`config.mk`:
```
export PLATFORM = sky130hd
export DESIGN_NAME = fetch_unit
export DESIGN_NICKNAME = d
export VERILOG_FILES = /design/src/rtl/fetch_unit.sv
export SDC_FILE = /design/constraint.sdc
export NUM_CORES = 1
export LEC_CHECK = 0
export BUFFER_PORTS_ARGS = -buffer_cell sky130_fd_sc_hd__buf_2
export CAP_MARGIN = 20
export CORE_MARGIN = 2
export CORE_UTILIZATION = 50
export DETAILED_ROUTE_END_ITERATION = 7
export PLACE_DENSITY = 0.91
export SLEW_MARGIN = 30
export SYNTH_ARGS = -nofsm -noshare
export SYNTH_HDL_FRONTEND = slang
export SYNTH_SLANG_ARGS = --single-unit
```
`constraint.sdc`:
```
create_clock -name clk -period 3.24 [get_ports clk]
set_clock_uncertainty 0.1 [all_clocks]
set_input_delay 0 -clock clk [delete_from_list [all_inputs] [get_ports clk]]
set_output_delay 0 -clock clk [all_outputs]
set_load 0.01 [all_outputs]
```
`src/rtl/fetch_unit.sv`:
```
// PC generator and fetch sequencer: drives the synchronous instruction memory address and pairs
// each returned word with its PC and a valid flag for decode.
//
// state    | meaning
// ---------+-----------------------------------------------------------
// S_BOOT   | out of reset, RESET_PC being read, nothing valid yet
// S_RUN    | fetching; word on imem_instr_ip belongs to fetch_pc_q
// S_HALTED | fetch stopped by halt_ip or a fault; held until rst
module fetch_unit #(
    parameter logic [31:0] RESET_PC  = 32'h0000_0000,
    parameter int unsigned IMEM_SIZE = 512
) (
    input  logic        clk,
    input  logic        rst,
    input  logic        stall_ip,
    input  logic        redirect_ip,
    input  logic [31:0] redirect_pc_ip,
    input  logic        halt_ip,
    output logic [31:0] imem_pc_op,
    input  logic [31:0] imem_instr_ip,
    output logic [31:0] instr_op,
    output logic [31:0] instr_pc_op,
    output logic        instr_valid_op,
    output logic        halted_op,
    output logic [1:0]  fault_op,
    output logic [31:0] fetch_count_op
);

    typedef enum logic [1:0] {S_BOOT, S_RUN, S_HALTED} state_t;

    localparam logic [31:0] PC_MAX      = 32'(IMEM_SIZE - 4);
    localparam logic [1:0]  FAULT_NONE  = 2'b00;
    localparam logic [1:0]  FAULT_ALIGN = 2'b01;
    localparam logic [1:0]  FAULT_RANGE = 2'b10;

    state_t      state_q, state_d;
    logic [31:0] pc_q, pc_d;
    logic [31:0] fetch_pc_q, fetch_pc_d;
    logic [31:0] cnt_q, cnt_d;
    logic        valid_q, valid_d;
    logic [1:0]  fault_q, fault_d;

    always_ff @(posedge clk or posedge rst) begin
        if (rst) begin
            state_q    <= S_BOOT;
            pc_q       <= RESET_PC;
            fetch_pc_q <= RESET_PC;
            valid_q    <= 1'b0;
            fault_q    <= FAULT_NONE;
            cnt_q      <= 32'd0;
        end else begin
            state_q    <= state_d;
            pc_q       <= pc_d;
            fetch_pc_q <= fetch_pc_d;
            valid_q    <= valid_d;
            fault_q    <= fault_d;
            cnt_q      <= cnt_d;
        end
    end

    always_comb begin
        state_d    = state_q;
        pc_d       = pc_q;
        fetch_pc_d = fetch_pc_q;
        valid_d    = valid_q;
        fault_d    = fault_q;
        cnt_d      = (valid_q && !stall_ip && !halt_ip) ? cnt_q + 32'd1 : cnt_q;

        case (state_q)
            S_BOOT: begin
                if (halt_ip) begin
                    state_d = S_HALTED;
                    valid_d = 1'b0;
                    fault_d = FAULT_NONE;
                end else if (!stall_ip) begin
                    state_d    = S_RUN;
                    fetch_pc_d = RESET_PC;
                    pc_d       = RESET_PC + 32'd4;
                    valid_d    = 1'b1;
                end
            end
            S_RUN: begin
                if (halt_ip) begin
                    state_d = S_HALTED;
                    valid_d = 1'b0;
                    fault_d = FAULT_NONE;
                end else if (redirect_ip) begin
                    // a legal redirect overrides stall: the old word is squashed upstream
                    if (redirect_pc_ip[1:0] != 2'b00) begin
                        state_d = S_HALTED;
                        valid_d = 1'b0;
                        fault_d = FAULT_ALIGN;
                    end else if (redirect_pc_ip > PC_MAX) begin
                        state_d = S_HALTED;
                        valid_d = 1'b0;
                        fault_d = FAULT_RANGE;
                    end else begin
                        fetch_pc_d = redirect_pc_ip;
                        pc_d       = redirect_pc_ip + 32'd4;
                        valid_d    = 1'b1;
                    end
                end else if (!stall_ip) begin
                    if (pc_q > PC_MAX) begin
                        state_d = S_HALTED;
                        valid_d = 1'b0;
                        fault_d = FAULT_RANGE;
                    end else begin
                        fetch_pc_d = pc_q;
                        pc_d       = pc_q + 32'd4;
                        valid_d    = 1'b1;
                    end
                end
            end
            S_HALTED: begin
                valid_d = 1'b0;
            end
            default: begin
                state_d = S_HALTED;
                valid_d = 1'b0;
            end
        endcase
    end

    // stall re-reads fetch_pc_q so the held word is still on the memory output next cycle
    always_comb begin
        imem_pc_op = pc_q;
        case (state_q)
            S_RUN: begin
                if (halt_ip)          imem_pc_op = fetch_pc_q;
                else if (redirect_ip) imem_pc_op = redirect_pc_ip;
                else if (stall_ip)    imem_pc_op = fetch_pc_q;
                else                  imem_pc_op = pc_q;
            end
            S_HALTED: imem_pc_op = fetch_pc_q;
            default:  imem_pc_op = pc_q;
        endcase
        halted_op = (state_q == S_HALTED);
    end

    assign instr_op       = imem_instr_ip;
    assign instr_pc_op    = fetch_pc_q;
    assign instr_valid_op = valid_q;
    assign fault_op       = fault_q;
    assign fetch_count_op = cnt_q;

endmodule

```
# == Word-level counts from Yosys, hierarchy flattened ==
# Cells that the tools add are included.
# Widths: inputs -> output; s select.
# totals
register_bits,101
input_bits,69
out_inout_bits,132
elab_cells,82
# classes
add_sub_neg,3
magnitude_cmp,2
eq_ne,14
n_mux,45
n_bitwise,1
reduce_logical,11
# ops
cell,count
$mux 32,19
$pmux 32 s2,3
$add 32x3->32 const B,2
$gt 32x9->1 const B,2
$add 32x1->32 const B,1
$mux 2,12
$ne 3x3->1 const B,5
$reduce_and 5->1,2
$mux 1,8
$ne 2x2->1 const B,4
$ne 4x4->1 const B,2
$reduce_and 8->1,1
$pmux 2 s3,1
$ne 5x5->1 const B,1
$pmux 2 s2,1
$reduce_bool 2->1,2
$eq 2x1->1 const B,1
$eq 2x2->1 const B,1
$logic_and 1x1->1,2
$logic_not 1->1,2
$logic_not 2->1,1
$pmux 1 s2,1
$reduce_and 2->1,1
$not 1->1,1

# == Longest topological paths before layout ==
# Gate-level depths: netlist (run 1).
# depth
depth_word,6
mapped_depth,10
depth_no_buf,8

# == Worst setup path after synthesis (run 1) ==
# Ideal clock, no wire load.
# synth_path
path_type,reg2reg
start,register state_q[1]
end,register state_q[0]
setup_ns,0.125
arrival_time_ns,1.833
t_required_ns,3.015
path_slack_ns,1.182
path_stages_with_launch,9
path_buffers,1
synth_period_minus_slack_ns,2.058
path_cell_list,dfrtp_1 -> inv_1 -> ha_1 -> buf_2 -> inv_1 -> nor2_1 -> o21ai_0 -> o211ai_1 -> mux2_2
# synth_via
elab_chain_len,3
elab_cells_between_ends,10
classes_between,6 x eq/ne; 1 x mux; 1 x bitwise; 2 x reduce/logical
# synth_lines
item,line_no,rtl
start: declaration,36,"state_t state_q, state_d;"
start signal: assignment,52,state_q <= state_d;
$eq 2x1->1 (tied with other cells),69,case (state_q)
$ne 5x5->1 (no line) (tied with other cells),n/a,
$reduce_and 5->1 (no line),n/a,
# Parallel ways exist; a longest one is shown, timed or not.
# A chain may end at the register's enable or synchronous reset.

# == Final worst setup path (run 1) ==
# layout_path
start,register state_q[1]
end,register pc_q[2]
# layout_via
elab_chain_len,3
elab_cells_between_ends,12
classes_between,8 x eq/ne; 1 x mux; 3 x reduce/logical
# layout_lines
item,line_no,rtl
$eq 2x1->1 or $logic_not 2->1 (tied branches),69,
$ne 3x3->1 (no line) (tied with other cells),n/a,
$reduce_and 8->1 (no line),n/a,
end signal: assignment,53,pc_q <= pc_d;
end: declaration,37,"logic [31:0] pc_q, pc_d;"
# Parallel ways exist; a longest one is shown, timed or not.

==> results_dict.tcl, run 1 <==
set metrics [dict create \
    critPathRequiredTime_ps 3400 \
    crit_family "compound AO/OA/AOI/OAI gates" \
    dr.pass1.iters 5 \
    synth_edf_count 0 \
    critPathMaxStageDelay_ps 400 \
    dpl_cell_area_sq_um 6080 \
    layout-drive-gt1-share_pct 24.5 \
    synth.distinct_cells 51 \
    htree_levels 3 \
    ant_nets 0 \
    max_slew.worst_pin.slew_ps 807 \
    grt_first_pass_wirelength_um 22700 \
    fin_cells 876 \
    ys_seq_area_share_pct 45.9 \
    rows 38 \
    cts_buffers 9 \
    ys_ff_latch 101 \
    num_io_pins 201 \
    cts_buffer_depth 2 \
    vias 4973 \
    fin_area_sq_um 6710 \
    grt_pass1_vias 4690 \
    fin_nets 805 \
    ys_async_sr_fraction_pct 100 \
    portBuffers 136 \
    setup_viol 0 \
    finalSetupTns_ps 0 \
    synth_cells 594 \
    fmax_ghz 0.380 \
    gr-usage-all-layers_pct 24.3 \
    leakagePower_nw 3.45 \
    synth_top_area_cell "dfrtp_1" \
    worstSetupStartpointType "register" \
    cts_tree "yes" \
    diodes 0 \
    root_buffer "clkbuf_8" \
    outcome "finished, final reports clean" \
    cpMaxStageDelayCell "dfrtp_1" \
    place_congestion 0.869 \
    die_y_um 109 \
    report.final.slew_viol_count 0 \
    syn_area_sq_um 5510 \
    yosys.area.top_type_share_pct 45.9 \
    antenna_found_initial 0 \
    dr.first_iter.drc_count 387 \
    synth_area_leaders "dfrtp_1, and2_1, a21oi_1" \
    hold_viol_final 0 \
    rsz0062_at_grt "no" \
    avgSynthCellArea_sq_um 9.28 \
    drt_wl_total_um 14400 \
    hold_class "in -> reg" \
    powerDensity_nw_per_um2 336 \
    ir_worst_vdd_uv 200 \
    fin_util_pct 62.1 \
    maxCapViolCount 0 \
    synth_top_flop_cell "dfrtp_1" \
    viasPerCell 5.68 \
    min_period_ps 2630 \
    critPathArrivalTime_ps 2800 \
    drc 0 \
    fin_crit_sh_pct 81.3 \
    crit_top_cell "buf_4" \
    die_w_um 109 \
    clock_latency_ps 380 \
    yosysWarnings 0 \
    wl_per_cell_um 16.4 \
    crit_path_end_kind "register" \
    rrSetupSlack_ps 610 \
    cts_sinks 101 \
    core_sq_um 10800 \
    worstSetupPathType "reg -> reg" \
    grt_max_degree 89 \
    dieArea_sq_um 11900 \
    start_util_pct 51.1 \
    post-cts-setup-buffers 0 \
    hpwl_um 9940 \
    grt_overflow 0 \
    crit_buf_inv 3 \
    clkTransAtPathRegs_ps 100 \
    total_power_mw 2.26 \
    relSlewSlack_pct 46.0 \
    crit_fanout 37 \
    dpl.cell_count 817 \
    path_cells "inv_1, ha_1, buf_4, nand2b_1, a21o_1, a311oi_2, o21ai_4, buf_4, nor2_1, a21oi_1" \
    syn_to_final_growth_pct 21.7 \
    syn-num-nets 668 \
]
[repair_timing]
action	in CTS	in global routing
resized for setup	0	0
hold buffers	43	0
endpoints found under the hold margin	130	0
[through the flow]
stage / hold WS (ps) / worst slack, ps
after floorplan: -8.23 / 493
after global placement: -99.9 / 743
after detailed placement: -99.9 / 642
after CTS: 42.0 / 619
after global routing: 52.7 / 396
final: 55.3 / 605
[synth_stat cells, types with 12 or more instances]
cell type / instances
a21oi_1: 54
a22o_1: 19
a22oi_1: 20
and2_1: 47
buf_4: 33
clkbuf_1: 22
dfrtp_1: 101
inv_1: 18
nand2_1: 38
nand3_1: 17
nand4_1: 12
nor2_1: 64
nor4_1: 14
o21ai_0: 16
xnor2_1: 22
xor2_1: 15
[logic make-up (layout without fill, tap and decap cells)]
logic type               Yosys count  in the layout  synth area share, %
AO/OA/AOI/OAI                    132            132                 15.5
XOR/XNOR                          37             37                 5.88
adder cells (fa/ha/maj)            5              5                 1.14
buffers and inverters             84            226                 8.51
flip-flops                       101            101                 45.9
multiplexers                       8              8                 1.52
AND/OR/NAND/NOR                  227            227                 21.6
[power by group]
part / leakage [nW] / internal, mW / switching, mW
logic: 1.96 / 0.0797 / 0.106
registers: 1.38 / 1.26 / 0.00386
clock network: 0.102 / 0.308 / 0.496
total: 3.45 / 1.65 / 0.606
[per-layer routing]
metal | vias up | routed length, um | track usage (%)
met5 | - | 0 | 0
met4 | 0 | 416 | 9.34
met3 | 42 | 1220 | 5.98
met2 | 271 | 6880 | 40.2
met1 | 2352 | 5890 | 30.7
li1 | 2308 | - | -
[worst reg2reg max path: stages, from the launching register on]
cell,delay [ps]
dfrtp_1,400
inv_1,100
ha_1,320
buf_4,210
nand2b_1,60
a21o_1,190
a311oi_2,300
o21ai_4,300
buf_4,310
nor2_1,170
a21oi_1,60
[path summary, 6_finish.rpt]
path                                         start            endpoint  depth (start not counted)
min in group asynchronous                      rst   fetch_count_op[0]                          3
worst max-delay path                    state_q[1]             pc_q[2]                         10
max in group asynchronous                      rst            pc_q[17]                          4
worst min register to register  fetch_count_op[31]  fetch_count_op[31]                          1
worst min-delay path             redirect_pc_ip[1]         fault_op[1]                          4
worst max register to register          state_q[1]             pc_q[2]                         10
[area by class of cell]
| cell class | count | area, sq um |
|---|---|---|
| tap | 140 | 175 |
| inverter | 18 | 72.6 |
| multi-input combinational | 409 | 2530 |
| clock inverter | 7 | 71.3 |
| timing repair buffer | 192 | 1210 |
| sequential | 101 | 2530 |
| fill | 888 | 4090 |
| clock buffer | 9 | 124 |
[cell usage in the layout (no fill, tap or decap), drive strengths merged, types with 3 or more instances in the layout]
cell / count
and2: 47
o21ai: 17
ha: 5
clkbuf: 9
nand2: 38
nand3: 17
nor4: 15
mux2i: 5
a22o: 19
nor2: 64
nand2b: 4
dfrtp: 101
nor2b: 3
dlygate4sd3: 43
xnor2: 22
and3: 8
nor3: 9
inv: 24
nor3b: 3
a22oi: 20
mux2: 3
a21oi: 54
o31ai: 7
buf: 149
nand4: 12
xor2: 15
[flip-flops by register name, indices dropped and copies added (netlist names)]
| register | count |
|---|---|
| instr_valid_op | 1 |
| fault_op | 2 |
| state_q | 2 |
| instr_pc_op | 32 |
| fetch_count_op | 32 |
| pc_q | 32 |
Power figures use the tool's default switching activity.
==> inputs of run 2 (changes only) <==
ABC_AREA = 1   (was default)
CORE_UTILIZATION = 52   (was 50)
PLACE_DENSITY = 0.92   (was 0.91)
clock period = 2.6 ns   (was 3.24 ns; I/O delays follow)
==> results_dict.tcl, run 2 <==
set metrics [dict create \
    synth_top_flop_cell "dfrtp_1" \
    dieArea_sq_um 12700 \
    dr.pass1.iters 5 \
    cts_buffers 9 \
    place_congestion 0.950 \
    clock_latency_ps 350 \
    viasPerCell 5.40 \
    yosysWarnings 0 \
    ys_async_sr_fraction_pct 100 \
    fillers 969 \
    relSlewSlack_pct 46.9 \
    drt_wl_total_um 15700 \
    fin_area_sq_um 7370 \
    fin_crit_sh_pct 95.2 \
    leakagePower_nw 3.78 \
    wl_per_cell_um 14.1 \
    num_io_pins 201 \
    min_period_ps 2480 \
    ant_nets 0 \
    hold_viol_final 0 \
    clkTransAtPathRegs_ps 70 \
    crit_buf_inv 3 \
    fin_nets 1042 \
    synth_area_leaders "dfrtp_1, nand2_1, nor2_1" \
    htree_levels 3 \
    layout_commonest_cell "nand2_1" \
    path_cells "inv_1, ha_2, nand2_1, nor3_2, or2_1, buf_4, nand2_1, a22oi_1, buf_2" \
    crit_fanout 22 \
    crit_family "simple AND/OR/NAND/NOR gates" \
    drc 0 \
    ys_ff_latch 101 \
    seq_area_sq_um 2530 \
    syn-num-nets 913 \
    gr-usage-all-layers_pct 24.4 \
    critPathArrivalTime_ps 2380 \
    ys_seq_area_share_pct 41.1 \
    hold_class "in -> reg" \
    synth_edf_count 0 \
    layout-drive-gt1-share_pct 19.5 \
    setup_viol 0 \
    highest_layer "met4" \
    grt_first_pass_wirelength_um 25500 \
    avgSynthCellArea_sq_um 7.32 \
    worstSetupStartpointType "register" \
    critPathRequiredTime_ps 2500 \
    hpwl_um 11200 \
    grt_max_degree 51 \
    ir_worst_vdd_uv 531 \
    worstSetupPathType "reg -> out" \
    diodes 0 \
    root_buffer "clkbuf_16" \
    dr_wl_met3_um 1220 \
    grt_pass1_vias 5572 \
    start_util_pct 53.6 \
    dr.first_iter.drc_count 522 \
    m1WireLength_um 6400 \
    wl_met2_um 7780 \
    synth_top_area_cell "dfrtp_1" \
    syn_area_sq_um 6140 \
    fmax_ghz 0.404 \
    antenna_found_initial 0 \
    grt_overflow 0 \
    outcome "finished, final reports clean" \
    portBuffers 136 \
    yosys.area.top_type_share_pct 41.1 \
    crit_top_cell "nand2_1" \
    crit_path_end_kind "output pin" \
    syn_to_final_growth_pct 19.9 \
    vias 6022 \
    cpMaxStageDelayCell "dfrtp_1" \
    cts_tree "yes" \
    cts_sinks 101 \
    die_y_um 113 \
    synth_cells 839 \
    final_cell_mix "nand2_1, buf_2, nor2_1, dfrtp_1, inv_1" \
    powerDensity_nw_per_um2 846 \
    yosysMostFrequentCell "nand2_1" \
    rows 39 \
    fin_util_pct 64.2 \
    dpl_cell_area_sq_um 6680 \
    max_slew.worst_pin.slew_ps 795 \
    die_w_um 113 \
    synth.distinct_cells 35 \
    cts_buffer_depth 2 \
    maxCapViolCount 0 \
    core_sq_um 11500 \
    post-cts-setup-buffers 0 \
    report.final.slew_viol_count 0 \
    critPathMaxStageDelay_ps 400 \
    multi_input_area_sq_um 2860 \
    synth_common_cells "nand2_1, nor2_1, dfrtp_1" \
]
[run 2: cell types whose count changed after synthesis, moves of 7 or more]
cell | before | now
and2_1 | 47 | 0
xnor2_1 | 22 | 14
and3_1 | 8 | 0
a22o_1 | 19 | 0
nor2_1 | 64 | 129
inv_1 | 18 | 89
nand3_1 | 17 | 24
nor4_1 | 14 | 1
nand2_1 | 38 | 199
clkbuf_1 | 22 | 14
o21ai_0 | 16 | 40
a21oi_1 | 54 | 71
[run 2: routing by layer]
layer	global-route usage, %	vias to the layer above
li1	-	2905
met1	31.7	2795
met2	42.2	285
met3	3.86	37
met4	7.97	0
met5	0	-
[run 2: power by group]
part	internal, mW	switching, mW
combinational	1.10	1.91
sequential	1.68	0.122
clock	0.771	0.646
total	3.55	2.68
[run 2: kinds of logic after synthesis]
| kind of cell | Yosys count | synth area share, % |
|---|---|---|
| compound gates | 145 | 13.1 |
| buf+inv | 157 | 12.6 |
| fa+ha+maj | 5 | 1.02 |
| xor+xnor | 31 | 4.42 |
| simple gates | 400 | 27.7 |
| flops | 101 | 41.1 |
[run 2: path summary, 6_finish.rpt]
path                              from                 to  depth (start not counted)  slack, ps
setup / recovery            state_q[1]     imem_pc_op[21]                          9        120
hold / removal                 halt_ip         state_q[0]                          4         60
min in group asynchronous          rst  fetch_count_op[9]                          3        250
hold reg to reg            fault_op[1]        fault_op[1]                          2        380
setup reg to reg            state_q[1]    instr_pc_op[30]                         10        270
max in group asynchronous          rst            pc_q[9]                          4       1460
[run 2: layout make-up]
| type | count | area share, % |
|---|---|---|
| flip-flops and latches | 101 | 34.3 |
| clock inverters | 7 | 1.22 |
| clock buffers | 9 | 3.06 |
| multi-input cells | 581 | 38.8 |
| repair buffers | 181 | 15.4 |
| inverters | 94 | 4.87 |
| well taps | 143 | 2.43 |
[run 2: worst min-delay path, cell delays in order]
cell and delay (ps):
buf_2 190, nor2_1 120, nand4_1 100, nand2_1 50
[run 2: through the flow]
step / setup TNS, ps / setup WS (ps) / power, mW / hold slack (ps) / instances
2_1_floorplan: 0 / 696 / 3.80 / -8.23 / 839
3_5_place_dp: 0 / 244 / 4.73 / -99.9 / 1065
3_3_place_gp: 0 / 363 / 4.67 / -99.9 / 1065
6_report: 0 / 124 / 6.23 / 59.6 / 1116
4_1_cts: 0 / 25.1 / 6.21 / 17.6 / 1116
5_1_grt: -149 / -40.2 / 6.61 / 89.4 / 1116
[run 2: what timing repair did]
item,4_1_cts,5_1_grt
hold buffers,35,0
endpoints found under the hold margin,69,0
gates resized for setup,0,5
endpoints found under the setup margin,0,26
